$ cat src/rtl/retire_trace_buffer_pkg.sv
// Shared definitions for the retire trace buffer: event type codes and the packed entry layout.
package retire_trace_buffer_pkg;

  localparam logic TRACE_GRF = 1'b0;
  localparam logic TRACE_DM  = 1'b1;

  localparam int TYPE_W   = 1;
  localparam int PC_W     = 32;
  localparam int ADDR_W   = 32;
  localparam int DATA_W   = 32;
  localparam int BYTEEN_W = 4;
  localparam int ENTRY_W  = TYPE_W + PC_W + ADDR_W + DATA_W + BYTEEN_W;

  typedef struct packed {
    logic                typ;
    logic [PC_W-1:0]     pc;
    logic [ADDR_W-1:0]   addr;
    logic [DATA_W-1:0]   data;
    logic [BYTEEN_W-1:0] byteen;
  } trace_entry_t;

endpackage

$ cat src/rtl/retire_trace_buffer_fifo.sv
// Show-ahead FIFO with two ordered write ports (port 0 lands first) and one read port.
module retire_trace_buffer_fifo
  import retire_trace_buffer_pkg::*;
#(
  parameter int DEPTH = 16
) (
  input  logic                   clk,
  input  logic                   reset,
  input  logic                   we0,
  input  trace_entry_t           wd0,
  input  logic                   we1,
  input  trace_entry_t           wd1,
  input  logic                   re,
  output trace_entry_t           rd,
  output logic [$clog2(DEPTH):0] count
);

  localparam int PW = $clog2(DEPTH);
  localparam int CW = PW + 1;

  trace_entry_t    mem [DEPTH];
  logic [PW-1:0]   wr_ptr;
  logic [PW-1:0]   rd_ptr;
  logic [CW-1:0]   count_q;
  logic            deq;

  assign deq   = re && (count_q != '0);
  assign count = count_q;
  // Entries are not reset; an empty FIFO presents an all-zero head instead.
  assign rd    = (count_q != '0) ? mem[rd_ptr] : '0;

  always_ff @(posedge clk) begin
    if (reset && we0) mem[wr_ptr] <= wd0;
    if (reset && we1) mem[wr_ptr + PW'(1)] <= wd1;
  end

  always_ff @(posedge clk) begin
    if (!reset) begin
      wr_ptr  <= '0;
      rd_ptr  <= '0;
      count_q <= '0;
    end else begin
      wr_ptr  <= wr_ptr + PW'(we0) + PW'(we1);
      rd_ptr  <= rd_ptr + PW'(deq);
      count_q <= count_q + CW'(we0) + CW'(we1) - CW'(deq);
    end
  end

endmodule

$ cat src/rtl/retire_trace_buffer.sv
// Captures W-stage GRF writes and M-stage DM stores, in program order, into a show-ahead trace FIFO.
module retire_trace_buffer
  import retire_trace_buffer_pkg::*;
#(
  parameter int DEPTH     = 16,
  parameter bit FILTER_R0 = 1'b1
) (
  input  logic                   clk,
  input  logic                   reset,
  input  logic                   w_we,
  input  logic [31:0]            w_pc,
  input  logic [4:0]             w_addr,
  input  logic [31:0]            w_data,
  input  logic [3:0]             m_byteen,
  input  logic [31:0]            m_pc,
  input  logic [31:0]            m_addr,
  input  logic [31:0]            m_data,
  output logic                   out_valid,
  input  logic                   out_ready,
  output logic                   out_type,
  output logic [31:0]            out_pc,
  output logic [31:0]            out_addr,
  output logic [31:0]            out_data,
  output logic [3:0]             out_byteen,
  output logic [$clog2(DEPTH):0] count,
  output logic                   almost_full,
  output logic                   overflow
);

  localparam int CW = $clog2(DEPTH) + 1;

  // Handshake: out_valid is high whenever the FIFO holds an entry and out_* show that head;
  // a transfer happens on a rising edge where out_valid & out_ready, and out_ready alone does nothing.

  logic          grf_ev, dm_ev;
  logic          grf_acc, dm_acc;
  logic [CW-1:0] free;
  trace_entry_t  grf_entry, dm_entry, slot0, head;
  logic          overflow_q;

  assign grf_ev = w_we && !(FILTER_R0 && (w_addr == 5'd0));
  assign dm_ev  = |m_byteen;

  // Space is judged on the registered count only; a same-cycle pop does not free a slot.
  assign free    = CW'(DEPTH) - count;
  assign grf_acc = grf_ev && (free != '0);
  assign dm_acc  = dm_ev && (free > CW'(grf_acc));

  assign grf_entry = '{typ: TRACE_GRF, pc: w_pc, addr: {27'b0, w_addr}, data: w_data, byteen: 4'hF};
  assign dm_entry  = '{typ: TRACE_DM, pc: m_pc, addr: m_addr, data: m_data, byteen: m_byteen};

  // The older W event always takes the first slot; a lone DM event is compacted into it.
  assign slot0 = grf_acc ? grf_entry : dm_entry;

  retire_trace_buffer_fifo #(.DEPTH(DEPTH)) u_fifo (
    .clk   (clk),
    .reset (reset),
    .we0   (grf_acc || dm_acc),
    .wd0   (slot0),
    .we1   (grf_acc && dm_acc),
    .wd1   (dm_entry),
    .re    (out_ready),
    .rd    (head),
    .count (count)
  );

  always_ff @(posedge clk) begin
    if (!reset) begin
      overflow_q <= 1'b0;
    end else if ((grf_ev && !grf_acc) || (dm_ev && !dm_acc)) begin
      overflow_q <= 1'b1;
    end
  end

  assign out_valid   = (count != '0);
  assign out_type    = head.typ;
  assign out_pc      = head.pc;
  assign out_addr    = head.addr;
  assign out_data    = head.data;
  assign out_byteen  = head.byteen;
  assign almost_full = (count >= CW'(DEPTH - 2));
  assign overflow    = overflow_q;

endmodule

$ cat config.mk
export PLATFORM = sky130hd
export DESIGN_NAME = retire_trace_buffer
export DESIGN_NICKNAME = d
export VERILOG_FILES = /design/src/rtl/retire_trace_buffer_pkg.sv /design/src/rtl/retire_trace_buffer_fifo.sv /design/src/rtl/retire_trace_buffer.sv
export SDC_FILE = /design/constraint.sdc
export NUM_CORES = 2
export LEC_CHECK = 0
export CAP_MARGIN = 20
export CORE_ASPECT_RATIO = 0.8
export CORE_MARGIN = 4
export CORE_UTILIZATION = 40
export CTS_BUF_LIST = sky130_fd_sc_hd__clkbuf_4
export DETAILED_ROUTE_END_ITERATION = 10
export GPL_ROUTABILITY_DRIVEN = 0
export GPL_TIMING_DRIVEN = 0
export HOLD_SLACK_MARGIN = 0.15
export PLACE_DENSITY_LB_ADDON = 0.2
export REMOVE_ABC_BUFFERS = 1
export SLEW_MARGIN = 20
export SYNTH_ARGS = -nofsm -noshare
export SYNTH_HDL_FRONTEND = slang
export SYNTH_HIERARCHICAL = 1
export SYNTH_SLANG_ARGS = --single-unit
$ cat constraint.sdc
create_clock -name clk -period 14.8 [get_ports clk]
set_clock_uncertainty 0.05 [all_clocks]
set_input_delay 2.22 -clock clk [delete_from_list [all_inputs] [get_ports clk]]
set_output_delay 2.22 -clock clk [all_outputs]
set_load 0.005 [all_outputs]
==> results.ini <==
[outcome]
status = completed

[place]
numPortBuffers = 281
hpwlAfterDp_mm = 183.6
post-place-cells = 7939

[routing]
drc = 0
drt_pass1_iterations = 5
drt-wirelength-per-cell_um = 31.59
routed-via-count = 51000
routed_wl_mm = 274.7
ant_nets = 0
drtIter0Drc = 5119
viasPerCell = 5.864

[cts]
clkTransAtPathRegs_ns = 0.06
cts.repair.resized = 0
insertion_delay_ns = 1.34
hold_buffers = 0
cts_made_buffers = 445
clockBufferDepth = 4
h-tree-depth = 5
clkSinkCount = 1630
postCtsSetupBuffers = 0
cts-root-buf = clkbuf_4
cts_tree = built

[power_and_ir_drop]
cellPowerDensity_nw_per_um2 = 152.9
peakVddDrop_mv = 0.06749
p_total_w = 0.01545
power_leakage_nw = 32.74

[global_route]
overflow = 0
met1_usage = 0.3461
grt_first_pass_wirelength_mm = 391.0
antenna_found_initial = 24
grt_pass1_vias = 52590
grt_usage = 0.2482
grt_max_degree = 45
use_met3 = 0.04873
top_usage_layer = met2
met2_usage = 0.3974

[synthesis]
ys.flop_type = edfxtp_1
yosysWarnings = 6
async_flop_share = 0
postSynthCellCount = 5062
avgSynthCellArea_sq_um = 16.62
netlist_area_sq_um = 84110
ys_ff_latch = 1630
seq_area_frac_synth = 0.5803
synth_edf_count = 1616
synth_cell_type_count = 48

[die]
fp.dieW_um = 520.7
die_y_um = 418.1
die-area_sq_um = 217700
start_util = 0.4023
ios = 282
rows = 150
coreArea_sq_um = 209100

[sta]
finalCritPeriodShare = 0.5354
rsz0062_at_grt = false
max_slew_margin = 0.2654
period_needed_ns = 7.924
final_hold_viol_count = 0
fmax_ghz = 0.1262
worstMarginPinSlew_ns = 1.092
setup_viol = 0
drv_slew = 0

[final_layout]
final_cell_mix = edfxtp_1 (1616), mux2_2 (1573), clkbuf_4 (650)
drive_gt1_frac = 0.5110
nNetsFinal = 5762
fillers = 17710
fin_cells = 8696
final_common_cell = edfxtp_1
final_util = 0.4833
area_delta_synth_final_pct = 20.15

[setup_path]
cp-start-kind = flip-flop
worst-path-max-fanout = 40
crit_path_end_kind = primary output
arrival_ns = 5.65
required_ns = 12.53
path_class = reg -> out

[run]
cap_violations = 0

[worst_hold_path]
min_path_type = reg -> reg

[flip-flops by register name, summed over array words and instances, names as in the netlist]
signal / count
u_fifo/mem: 1616
u_fifo/count: 5
u_fifo/rd_ptr: 4
u_fifo/wr_ptr: 4
overflow: 1
[worst paths after layout]
path / slack, ns / cells past startpoint / endpoint / startpoint
setup / recovery: 6.88 / 12 / out_pc[20] / u_fifo/rd_ptr[1]$_SDFF_PN0_
hold / removal: 0.56 / 2 / overflow$_SDFFE_PN0P_ / overflow$_SDFFE_PN0P_
setup reg to reg: 7.92 / 21 / u_fifo/mem[12][51]$_DFFE_PP_ / u_fifo/count[0]$_SDFF_PN0_
hold reg to reg: 0.56 / 2 / overflow$_SDFFE_PN0P_ / overflow$_SDFFE_PN0P_
[synthesized netlist by cell type (16+ instances only)]
| library cell | instances | area, sq um |
|---|---|---|
| a22oi_1 | 132 | 991.0 |
| a22oi_2 | 68 | 850.8 |
| and2_1 | 40 | 250.2 |
| buf_2 | 178 | 890.9 |
| buf_4 | 50 | 375.4 |
| buf_6 | 42 | 473.0 |
| clkbuf_1 | 279 | 1047 |
| edfxtp_1 | 1616 | 48530 |
| inv_1 | 16 | 60.06 |
| mux2_1 | 112 | 1261 |
| mux2_2 | 1573 | 17710 |
| mux2i_1 | 200 | 2002 |
| mux4_2 | 304 | 6847 |
| nand2_1 | 113 | 424.2 |
| nand3_1 | 105 | 525.5 |
| nor2_1 | 32 | 120.1 |
| o211ai_1 | 100 | 750.7 |
[where the power goes]
group          internal (W)  switching, W
Sequential          0.00581      0.000124
Combinational       0.00284       0.00279
Clock               0.00198       0.00190
[layer usage]
| layer | vias up | part of all wire |
|---|---|---|
| met5 | - | 0.00021 |
| met2 | 2182 | 0.47 |
| li1 | 21560 | - |
| met1 | 26770 | 0.43 |
| met4 | 10 | 0.023 |
| met3 | 470 | 0.075 |
[per-stage QoR]
step | hold WS [ns] | TNS [ns] | area [sq um] | worst slack (ns)
2_1_floorplan | 0.5144 | -863.49 | 81250 | -8.356
6_report | 0.5646 | 0 | 101000 | 6.876
5_1_grt | 0.5889 | 0 | 101000 | 6.583
3_5_place_dp | 0.5515 | 0 | 95780 | 6.177
3_3_place_gp | 0.5437 | - | 87580 | -52.92
4_1_cts | 0.5714 | 0 | 101000 | 6.664
[critical path: stages, from the launching register on]
cell and delay (ns):
dfxtp_4 0.75, buf_16 0.31, buf_16 0.29, buf_12 0.27
nor2b_4 0.54, buf_16 0.22, buf_16 0.18, buf_16 0.19
buf_16 0.18, a22oi_1 0.14, a22oi_2 0.19, o211ai_1 0.31
clkdlybuf4s50_1 0.60
[cell families after synthesis]
logic type	count (synthesis)	share of synthesized area
other	1	0.00004459
buffers and inverters	581	0.03499
AND/OR/NAND/NOR	320	0.01825
flip-flops	1630	0.5803
AO/OA/AOI/OAI	319	0.03237
XOR/XNOR	7	0.0007290
adder cells (fa/ha/maj)	15	0.002499
multiplexers	2189	0.3308
[final cells by class]
| cell class | count | area, sq um | area share |
|---|---|---|---|
| timing repair buffer | 624 | 10720 | 0.1061 |
| antenna | 19 | 47.55 | 0.0004705 |
| multi-input combinational | 2857 | 32660 | 0.3232 |
| clock buffer | 650 | 4880 | 0.04829 |
| tap | 2812 | 3518 | 0.03482 |
| inverter | 16 | 60.06 | 0.0005943 |
| clock inverter | 88 | 345.3 | 0.003417 |
| sequential | 1630 | 48820 | 0.4831 |
Note: power is estimated with default switching activity, not from simulation.
